$ cat config.mk
export PLATFORM = sky130hd
export DESIGN_NAME = mips_mem_arbiter
export DESIGN_NICKNAME = d
export VERILOG_FILES = /design/src/rtl/mips_pkg.sv /design/src/rtl/mips_arb_pick.sv /design/src/rtl/mips_mem_arbiter.sv
export SDC_FILE = /design/constraint.sdc
export NUM_CORES = 1
export LEC_CHECK = 0
export BUFFER_PORTS_ARGS = -buffer_cell sky130_fd_sc_hd__buf_4
export CAP_MARGIN = 20
export CORE_UTILIZATION = 49
export CTS_CLUSTER_DIAMETER = 120
export DETAILED_ROUTE_END_ITERATION = 16
export PLACE_DENSITY = 0.82
export SYNTH_ARGS = -nofsm -noshare
export SYNTH_HDL_FRONTEND = slang
export SYNTH_SLANG_ARGS = --single-unit
$ cat constraint.sdc
create_clock -name clk1 -period 4.55 [get_ports clk1]
set_clock_uncertainty 0.1 [all_clocks]
set_input_delay 0 -clock clk1 [delete_from_list [all_inputs] [get_ports clk1]]
set_output_delay 0 -clock clk1 [all_outputs]
set_load 0.03 [all_outputs]
$ cat src/rtl/mips_pkg.sv
// Shared types and defaults for the MIPS32 memory arbiter.
//   arb_state_e : arbiter sequencing states (IDLE / ACCESS / RESP)
//   owner_e     : which port owns the current RAM command (IF or DM)
//   *_DEF       : default widths shared with the pipeline top
package mips_pkg;

  localparam int ADDR_W_DEF     = 10;
  localparam int DATA_W_DEF     = 32;
  localparam int STARVE_MAX_DEF = 4;

  typedef enum logic [1:0] {
    ST_IDLE   = 2'd0,
    ST_ACCESS = 2'd1,
    ST_RESP   = 2'd2
  } arb_state_e;

  typedef enum logic {
    OWN_IF = 1'b0,
    OWN_DM = 1'b1
  } owner_e;

endpackage

$ cat src/rtl/mips_arb_pick.sv
// Combinational winner select and starvation-counter update.
// Ports:
//   eff_if_i       IF request already masked by halted
//   dm_req_i       MEM-stage request
//   starve_cnt_i   current count of DM wins while IF waited
//   pick_valid_o   some port requests this cycle
//   pick_owner_o   winning port (meaningful when pick_valid_o)
//   starve_d_o     next starvation count
module mips_arb_pick
  import mips_pkg::*;
#(
  parameter int STARVE_MAX = STARVE_MAX_DEF,
  parameter int CNT_W      = $clog2(STARVE_MAX + 1)
) (
  input  logic             eff_if_i,
  input  logic             dm_req_i,
  input  logic [CNT_W-1:0] starve_cnt_i,
  output logic             pick_valid_o,
  output owner_e           pick_owner_o,
  output logic [CNT_W-1:0] starve_d_o
);

  localparam logic [CNT_W-1:0] CNT_MAX = CNT_W'(STARVE_MAX);

  logic force_if;

  always_comb begin
    force_if     = eff_if_i && (starve_cnt_i == CNT_MAX);
    pick_valid_o = eff_if_i || dm_req_i;
    pick_owner_o = (dm_req_i && !force_if) ? OWN_DM : OWN_IF;
    starve_d_o   = '0;
    // Only a DM win that leaves IF waiting counts toward starvation.
    if (dm_req_i && !force_if && eff_if_i) begin
      starve_d_o = (starve_cnt_i == CNT_MAX) ? CNT_MAX : starve_cnt_i + CNT_W'(1);
    end
  end

endmodule

$ cat src/rtl/mips_mem_arbiter.sv
// Arbiter for the single-port unified I/D RAM. MEM (DM) has priority over IF;
// after STARVE_MAX consecutive DM wins with IF waiting, IF is forced through.
// Ports:
//   clk1, rst_n                 clock, synchronous active-low reset
//   if_req/if_addr/if_flush     IF fetch request, address, branch flush
//   if_gnt/if_rvalid/if_rdata   IF grant pulse, read-valid pulse, instruction
//   dm_req/dm_we/dm_addr/dm_wdata  MEM-stage request
//   dm_gnt/dm_rvalid/dm_rdata   DM grant pulse, read-valid pulse, load data
//   halted                      blocks new IF grants
//   mem_en/mem_we/mem_addr/mem_wdata/mem_rdata  RAM interface
//
// state  | meaning
// IDLE   | arbitrate, latch winner's command
// ACCESS | command on RAM, owner's gnt pulses
// RESP   | read data returned to owner
module mips_mem_arbiter
  import mips_pkg::*;
#(
  parameter int ADDR_W     = ADDR_W_DEF,
  parameter int DATA_W     = DATA_W_DEF,
  parameter int STARVE_MAX = STARVE_MAX_DEF
) (
  input  logic              clk1,
  input  logic              rst_n,
  input  logic              if_req,
  input  logic [ADDR_W-1:0] if_addr,
  input  logic              if_flush,
  output logic              if_gnt,
  output logic              if_rvalid,
  output logic [DATA_W-1:0] if_rdata,
  input  logic              dm_req,
  input  logic              dm_we,
  input  logic [ADDR_W-1:0] dm_addr,
  input  logic [DATA_W-1:0] dm_wdata,
  output logic              dm_gnt,
  output logic              dm_rvalid,
  output logic [DATA_W-1:0] dm_rdata,
  input  logic              halted,
  output logic              mem_en,
  output logic              mem_we,
  output logic [ADDR_W-1:0] mem_addr,
  output logic [DATA_W-1:0] mem_wdata,
  input  logic [DATA_W-1:0] mem_rdata
);

  localparam int CNT_W = $clog2(STARVE_MAX + 1);

  arb_state_e        state_q, state_d;
  owner_e            owner_q, owner_d;
  logic              we_q, we_d;
  logic [ADDR_W-1:0] addr_q, addr_d;
  logic [DATA_W-1:0] wdata_q, wdata_d;
  logic [CNT_W-1:0]  starve_q, starve_d;
  logic              flush_q, flush_d;
  logic [DATA_W-1:0] if_rdata_q, if_rdata_d;
  logic [DATA_W-1:0] dm_rdata_q, dm_rdata_d;

  logic              pick_valid;
  owner_e            pick_owner;
  logic [CNT_W-1:0]  pick_starve;

  mips_arb_pick #(
    .STARVE_MAX (STARVE_MAX),
    .CNT_W      (CNT_W)
  ) u_pick (
    .eff_if_i     (if_req && !halted),
    .dm_req_i     (dm_req),
    .starve_cnt_i (starve_q),
    .pick_valid_o (pick_valid),
    .pick_owner_o (pick_owner),
    .starve_d_o   (pick_starve)
  );

  always_ff @(posedge clk1) begin
    if (!rst_n) begin
      state_q    <= ST_IDLE;
      owner_q    <= OWN_IF;
      we_q       <= 1'b0;
      addr_q     <= '0;
      wdata_q    <= '0;
      starve_q   <= '0;
      flush_q    <= 1'b0;
      if_rdata_q <= '0;
      dm_rdata_q <= '0;
    end else begin
      state_q    <= state_d;
      owner_q    <= owner_d;
      we_q       <= we_d;
      addr_q     <= addr_d;
      wdata_q    <= wdata_d;
      starve_q   <= starve_d;
      flush_q    <= flush_d;
      if_rdata_q <= if_rdata_d;
      dm_rdata_q <= dm_rdata_d;
    end
  end

  always_comb begin
    state_d    = state_q;
    owner_d    = owner_q;
    we_d       = we_q;
    addr_d     = addr_q;
    wdata_d    = wdata_q;
    starve_d   = starve_q;
    flush_d    = flush_q;
    if_rdata_d = if_rdata_q;
    dm_rdata_d = dm_rdata_q;
    unique case (state_q)
      ST_IDLE: begin
        flush_d  = 1'b0;
        starve_d = pick_starve;
        if (pick_valid) begin
          owner_d = pick_owner;
          state_d = ST_ACCESS;
          if (pick_owner == OWN_DM) begin
            we_d    = dm_we;
            addr_d  = dm_addr;
            wdata_d = dm_wdata;
          end else begin
            we_d    = 1'b0;
            addr_d  = if_addr;
            wdata_d = '0;
          end
        end
      end
      ST_ACCESS: begin
        // Remember a flush seen while the IF read is on the RAM.
        if (owner_q == OWN_IF && if_flush) flush_d = 1'b1;
        state_d = we_q ? ST_IDLE : ST_RESP;
      end
      ST_RESP: begin
        if (owner_q == OWN_IF) if_rdata_d = mem_rdata;
        else                   dm_rdata_d = mem_rdata;
        state_d = ST_IDLE;
      end
      default: state_d = ST_IDLE;
    endcase
  end

  // Outputs are gated by rst_n so a reset cycle never writes RAM or pulses gnt/rvalid.
  logic in_access, in_resp;

  always_comb begin
    in_access = rst_n && (state_q == ST_ACCESS);
    in_resp   = rst_n && (state_q == ST_RESP);
    mem_en    = in_access;
    mem_we    = in_access && we_q;
    mem_addr  = addr_q;
    mem_wdata = wdata_q;
    if_gnt    = in_access && (owner_q == OWN_IF);
    dm_gnt    = in_access && (owner_q == OWN_DM);
    if_rvalid = in_resp && (owner_q == OWN_IF) && !flush_q && !if_flush;
    dm_rvalid = in_resp && (owner_q == OWN_DM);
    if_rdata  = (in_resp && owner_q == OWN_IF) ? mem_rdata : if_rdata_q;
    dm_rdata  = (in_resp && owner_q == OWN_DM) ? mem_rdata : dm_rdata_q;
  end

endmodule
; Word-level counts from Yosys, hierarchy flattened
; Index checks and enable logic that the tools add are counted.
[word_totals]
ff_bits = 114
wordCells = 54
[op_classes]
add_sub_neg = 1
n_eq_ne = 5
mux = 13
bitwise = 1
n_reduce_logical = 25
[op_table]
columns = op, n
row1 = 32-bit two-way mux, 3
row2 = 1-bit logical AND, 14
row3 = 10-bit two-way mux, 1
row4 = 2-bit AND reduction, 4
row5 = 3-bit two-way mux, 2
row6 = 1-bit logical NOT, 4
row7 = 2-bit two-way mux, 2
row8 = "2-bit inequality test, second input constant", 2
row9 = 2-bit case mux with 2 select lines, 1
row10 = "3-bit by 1-bit adder with 3-bit output, second input constant", 1
row11 = "3-bit equality test, second input constant", 1
row12 = 1-bit two-way mux, 3
row13 = "2-bit by 1-bit equality test with 1-bit output, second input constant", 1
row14 = "2-bit equality test, second input constant", 1
row15 = 2-bit logical NOT, 1
row16 = 1-bit case mux with 2 select lines, 1
row17 = 2-bit nonzero test, 1
row18 = 1-bit logical OR, 1
row19 = 1-bit inverter, 1

; Longest topological paths before layout
; Gate-level depths: netlist of run 1.
[logic_depth]
ltp_word = 7
ltp_mapped = 8

; Hierarchy
; Synthesis of run 1 repeated with hierarchy kept, for this count alone.
[hier_totals]
hier_cells = 480
area_unflattened_um2 = 5171.2
[modules_own_cells]
columns = module, n_inst, cells_each, area_each_um2, seq_area_each_um2
row1 = mips_mem_arbiter, 1, 466, 5074.9, 2282.2
row2 = mips_arb_pick, 1, 14, 96.3, 0.0

; Worst setup path after synthesis of run 1
; OpenSTA, ideal clock, no wires.
[synth_path]
path_type = flip-flop to output port
from = reg state_q[1]
to = out if_rvalid
arrival_ns = 1.787
setup_slack_ns = 2.663
path_stages_with_launch = 6
n_path_buf = 2
cell_sequence = dfxtp_1 nor2b_2 and3_1 buf_6 buf_6 nor3b_1
[synth_between]
elab_chain_len = 5
[synth_rtl]
columns = element, line_no
row1 = from (decl), mips_mem_arbiter.sv:48  ; arb_state_e state_q, state_d;
row2 = from (signal assigned), mips_mem_arbiter.sv:86  ; state_q <= state_d;
row3 = 2-bit equality test, mips_mem_arbiter.sv:145  ; in_resp = rst_n && (state_q == ST_RESP);
row4 = 1-bit logical AND, mips_mem_arbiter.sv:145
row5 = 1-bit logical AND (3 in series), mips_mem_arbiter.sv:152  ; if_rvalid = in_resp && (owner_q == OWN_IF) && !flush_q && !if_flush;
row6 = to (decl), mips_mem_arbiter.sv:29  ; output logic if_rvalid,
; No other way between the ends.

; Worst setup path in the final report of run 1
[layout_path]
from = reg state_q[1]
to = out if_rdata[12]
[layout_between]
elab_chain_len = 4
[layout_rtl]
columns = element, line_no
row1 = 2-bit equality test, mips_mem_arbiter.sv:145
row2 = 1-bit logical AND, mips_mem_arbiter.sv:145
row3 = 1-bit logical AND, mips_mem_arbiter.sv:154  ; if_rdata = (in_resp && owner_q == OWN_IF) ? mem_rdata : if_rdata_q;
row4 = 32-bit two-way mux, mips_mem_arbiter.sv:154
row5 = to (decl), mips_mem_arbiter.sv:30  ; output logic [DATA_W-1:0] if_rdata,
; No other way between the ends.

==> impl_metrics.ini, run 1 <==
[status]
status = finished clean

[synth]
synthArstFlopShare_pct = 0
syn-num-nets = 486
synth_cell_type_count = 34
ys_ff_latch = 114
synthMostInstantiatedCell = dfxtp_1
synth_seq_area_share_pct = 49.6
synthFlopType = dfxtp_1
synth.largest_area_cell = dfxtp_1
yosysWarnings = 0
synth_area_leaders = dfxtp_1 (50%), a22o_1 (18%), mux2_2 (11%), mux2_4 (3.3%), mux2_1 (2.4%)
synth_area_sq_um = 4600
synth_area_per_cell_sq_um = 11.7
syn_inst = 393
synth_edf_count = 0
yosysTopAreaCellShare_pct = 49.6
yosys-top-cells-count = dfxtp_1 (114), a22o_1 (97), mux2_2 (44), nand2_1 (21), buf_2 (15)

[place]
dp.cells = 674
dp_slack_ns = 1.93
place_congestion = 0.752
portBuffers = 202
dpl.hpwl_microns = 7920

[route]
ant_nets = 0
routed_wl_microns = 16200
drtIter0Drc = 207
vias_per_cell = 5.79
drc_errors = 0
drt-pass1-iter-count = 5
drt-wirelength-per-cell_microns = 20.0
num_vias = 4696

[finish]
diodes = 0
seq_area_sq_um = 2280
finalNetCount = 783
multi_input_area_sq_um = 2070
drive_above_1_share_pct = 42.8
final_cells = 811
fillers = 388
area_growth_pct = 67.6

[grt]
grt_overflow = 0
use_met2_pct = 56.9
grt_pass1_wl_microns = 24800
grt_max_degree = 49
grt_usage_pct = 32.6
top_usage_layer = met2
grt_pass1_vias = 4872
use_met3_pct = 7.94
antenna_found_initial = 0
grt_util_met1_pct = 35.5

[clock_tree]
cts_sinks = 114
cts_resized = 0
cts_buffers = 17
tritoncts = done
clk_path_buf_depth = 2
clock_latency_ns = 0.51
cts_max_level = 4
clk_pin_slew_ns = 0.06
cts_root_buf = clkbuf_8

[power]
peakVddDrop_mv = 0.297
power_density_nw_per_um2 = 370
p_leak_uw = 0.00358

[setup_path]
crit_path_max_fanout = 46
worstSetupPathType = reg2out
critPathSlowestCell = and3_2
worst_setup_path_start_kind = flip-flop
crit_top_cell = buf_4
critPathCaptureType = primary output
critical-path-max-stage-delay_ns = 0.90
required_ns = 4.45
arrival_ns = 3.15
crit_chain = nor2b_2 -> and3_2 -> buf_4 -> mux2_2 -> buf_4
r2r.worst_path.cells = 8

[die]
std_cell_rows = 34
die_x_microns = 98.9
dieHeight_microns = 98.9
start_util_pct = 51.7
core_area_sq_um = 8890
ios = 203
dieArea_sq_um = 9770

[sta]
finalHoldViolCount = 0
relSlewSlack_pct = 33.2
rsz0062_at_grt = no
setup_viol = 0
fin_ws_ns = 1.30
period_needed_ns = 3.25
fmax_mhz = 308
final_max_slew_viol_count = 0
worst_pin_slew_ns = 1.00
final.setup.tns_ns = 0
period_share_pct = 71.4

[flow_run]
maxCapViolCount = 0

[worst_hold_path]
min_path_type = in2reg
hold_depth = 5
registers in the layout (all words and copies together), names as in the netlist:
name and count:
dm_rdata_q 32, flush_q 1, if_rdata_q 32, mem_addr 10
mem_wdata 32, owner_q 1, starve_q 3, state_q 2
we_q 1
critical path, delay by kind of cell (launching register included):
kind                   cells  cell delay [ns]
and+or+nand+nor            2             1.21
muxes                      1             0.38
DFF                        1             0.48
buffers and inverters      2             0.57
repair_timing:
| action | in CTS | in global routing |
|---|---|---|
| hold buffers | 103 | 0 |
| buffers inserted | 0 | 0 |
| endpoints found under the hold margin | 114 | 0 |
placed cells by master (no fill, tap or decap), drive strengths merged, types with 3 or more instances in the layout:
master	synthesis	layout
clkinvlp	0	4
nand2	21	21
a31oi	10	10
o21ai	14	14
dfxtp	114	114
a22o	97	97
clkbuf	4	18
nand4	4	4
clkinv	0	5
and3	3	3
mux2	64	64
dlygate4sd3	0	103
buf	29	208
a21boi	4	4
inv	4	7
and2	5	5
nor2	6	6
area by class of cell:
| type | instances | share of cell area [%] |
|---|---|---|
| Timing Repair Buffer | 311 | 34.0 |
| Sequential cell | 114 | 29.6 |
| Multi-Input combinational cell | 242 | 26.9 |
| Clock buffer | 18 | 5.55 |
| Clock inverter | 14 | 2.03 |
| Tap cell | 108 | 1.75 |
| Inverter | 4 | 0.195 |
per-layer routing:
layer / up-vias / wire length, microns
met5: - / 0
met4: 0 / 980
li1: 2080 / -
met2: 307 / 8030
met1: 2217 / 6050
met3: 92 / 1180
cells by family (layout without fill, tap and decap cells):
family          Yosys count  in the layout  synth area share, %
compound gates          130            130                 22.7
fa+ha+maj                 2              2                0.544
buf+inv                  37            347                 5.47
flops                   114            114                 49.6
mux                      64             64                 16.5
simple gates             46             46                 5.12
final timing paths:
check                                    from                     endpoint  slack, ns
hold / removal                         if_req     starve_q[1]$_SDFFE_PN0P_       0.09
setup reg to reg     starve_q[0]$_SDFFE_PN0P_     mem_addr[9]$_SDFFE_PN0P_       1.70
hold reg to reg   dm_rdata_q[14]$_SDFFE_PN0P_  dm_rdata_q[14]$_SDFFE_PN0P_       0.37
setup / recovery      state_q[1]$_SDFFE_PN0P_                 if_rdata[12]       1.30
where the power goes:
part / internal (uW) / switching [uW] / total (uW) / leakage [uW]
registers: 1040 / 33.3 / 1080 / 0.000928
clock network: 800 / 497 / 1300 / 0.000274
logic: 231 / 245 / 476 / 0.00238
total: 2070 / 775 / 2850 / 0.00358
stage by stage:
stage	hold slack [ns]	total power, uW	utilization [%]	area, sq um
final	0.0922	2850	86.7	7710
after floorplan	0.0137	1300	-	4600
after detailed placement	0.120	1460	68.1	6050
after CTS	0.00659	2820	86.2	7670
after global routing	0.122	2930	86.7	7710
after global placement	0.115	1450	68.1	6050
(Power assumes the default switching activity.)
==> run 2, diff against run 1 <==
--- a/config.mk
+++ b/config.mk
@@ -7,10 +7,10 @@
 export LEC_CHECK = 0
 export BUFFER_PORTS_ARGS = -buffer_cell sky130_fd_sc_hd__buf_4
 export CAP_MARGIN = 20
-export CORE_UTILIZATION = 49
+export CORE_UTILIZATION = 43
 export CTS_CLUSTER_DIAMETER = 120
 export DETAILED_ROUTE_END_ITERATION = 16
-export PLACE_DENSITY = 0.82
+export PLACE_DENSITY = 0.77
 export SYNTH_ARGS = -nofsm -noshare
 export SYNTH_HDL_FRONTEND = slang
 export SYNTH_SLANG_ARGS = --single-unit
==> constraint.sdc (replaced) <==
create_clock -name clk1 -period 2.6 [get_ports clk1]
set_clock_uncertainty 0.1 [all_clocks]
set_input_delay 0 -clock clk1 [delete_from_list [all_inputs] [get_ports clk1]]
set_output_delay 0 -clock clk1 [all_outputs]
set_load 0.03 [all_outputs]
==> run 2 against run 1 <==
  * Die area rose by 14%
  * Register-to-register slack got worse by 1.6 ns
  * Cell count rose by 3.3%
  * Design area rose by 0.84%
  * Flip-flop and latch count did not move
  * Sequential share of layout area fell by 0.18 points
  * Sequential power rose by 74%
==> impl_metrics.ini, run 2 (synthesized netlist as in run 1, its figures left out) <==
[die]
start_util_pct = 44.5
std_cell_rows = 37
dieArea_sq_um = 11100
die_x_microns = 105
ios = 203
dieHeight_microns = 105
core_area_sq_um = 10300

[clock_tree]
cts_max_level = 4
clock_latency_ns = 0.50
clk_pin_slew_ns = 0.06
clk_path_buf_depth = 2
cts_root_buf = clkbuf_8
cts_sinks = 114
cts_buffers = 17
tritoncts = done

[place]
portBuffers = 202
place_congestion = 0.778
place_area_sq_um = 6120
dpl.hpwl_microns = 7690

[sta]
hold-worst-slack_ns = 0.160
final_max_slew_viol_count = 0
period_share_pct = 96.1
fmax_mhz = 400
worst_pin_slew_ns = 0.624
final.setup.tns_ns = 0
period_needed_ns = 2.50
relSlewSlack_pct = 58.4
setup_viol = 0
finalHoldViolCount = 0

[setup_path]
worst_setup_path_start_kind = flip-flop
worstSetupPathType = reg2reg
required_ns = 2.94
crit_path_max_fanout = 6
arrival_ns = 2.84
critPathCaptureType = flip-flop

[status]
status = finished clean

[grt]
grt_pass1_wl_microns = 22100
grt_overflow = 0
grt_pass1_vias = 4466
grt_usage_pct = 25.2
grt_max_degree = 66
antenna_found_initial = 0

[flow_run]
maxCapViolCount = 0

[finish]
post-route-util_pct = 75.3
diodes = 0
area_growth_pct = 69.1
finalNetCount = 782
final_area_sq_um = 7770
layout_commonest_cell = buf_4
drive_above_1_share_pct = 43.3
most-common-layout-cells = buf_4 (207), dfxtp_1 (112), dlygate4sd3_1 (99)

[route]
vias_per_cell = 5.28
drtIter0Drc = 287
num_vias = 4422
routed_wl_microns = 14500
drt-pass1-iter-count = 4
ant_nets = 0
drt-wirelength-per-cell_microns = 17.3
drc_errors = 0

[power]
p_leak_uw = 0.00361
peakVddDrop_mv = 0.418
power_density_nw_per_um2 = 652

[worst_hold_path]
min_path_type = in2reg
run 2: metal layers:
layer,wire [microns],vias to the layer above,GRT usage [%]
met1,5980,2166,29.6
met5,0,-,0
met3,553,23,4.51
li1,-,2081,-
met4,297,0,11.2
met2,7650,152,44.5
run 2: cell type report:
class / count / area [sq um]
timing repair buffer: 309 / 2610
fill: 653 / 2550
sequential: 114 / 2290
multi-input combinational: 243 / 2080
clock buffer: 19 / 422
clock inverter: 13 / 184
tap: 136 / 170
inverter: 4 / 15.0
run 2: report_power, final:
group	switching, uW	total (uW)	internal (uW)	leakage (uW)
clock	820	2380	1560	0.000300
combinational	406	808	402	0.00238
sequential	50.4	1880	1830	0.000929
total	1280	5060	3790	0.00361
run 2: stage by stage:
step / cells / worst slack (ns) / total power (uW)
finish: 838 / 0.102 / 5060
global route: 838 / -0.0296 / 5240
CTS: 834 / 0.0784 / 5070
detailed placement: 703 / 0.573 / 2560
global placement: 703 / 0.701 / 2540
floorplan: 393 / 0.713 / 2270
run 2: path summary, 6_finish.rpt:
check                           startpoint                         end  slack, ns  cells after the start
setup / recovery  starve_q[0]$_SDFFE_PN0P_    mem_addr[0]$_SDFFE_PN0P_       0.10                      8
setup reg to reg  starve_q[0]$_SDFFE_PN0P_    mem_addr[0]$_SDFFE_PN0P_       0.10                      8
hold / removal                dm_wdata[15]  mem_wdata[15]$_SDFFE_PN0P_       0.16                      3
hold reg to reg          we_q$_SDFFE_PN0P_     state_q[1]$_SDFFE_PN0P_       0.36                      1
run 2: repair_timing:
action | CTS | global route
hold endpoints to repair | 114 | 1
setup buffers | 0 | 2
gates resized for setup | 0 | 3
hold buffers | 99 | 1
endpoints found under the setup margin | 0 | 4
run 2: critical path: stages (launching register included):
cell and delay, ns:
dfxtp_4 0.37, inv_1 0.04, ha_1 0.23, nand4b_1 0.15, and2_4 0.21, nand2_1 0.06
dlygate4sd3_1 0.55, a31oi_1 0.17, dlygate4sd3_1 0.57
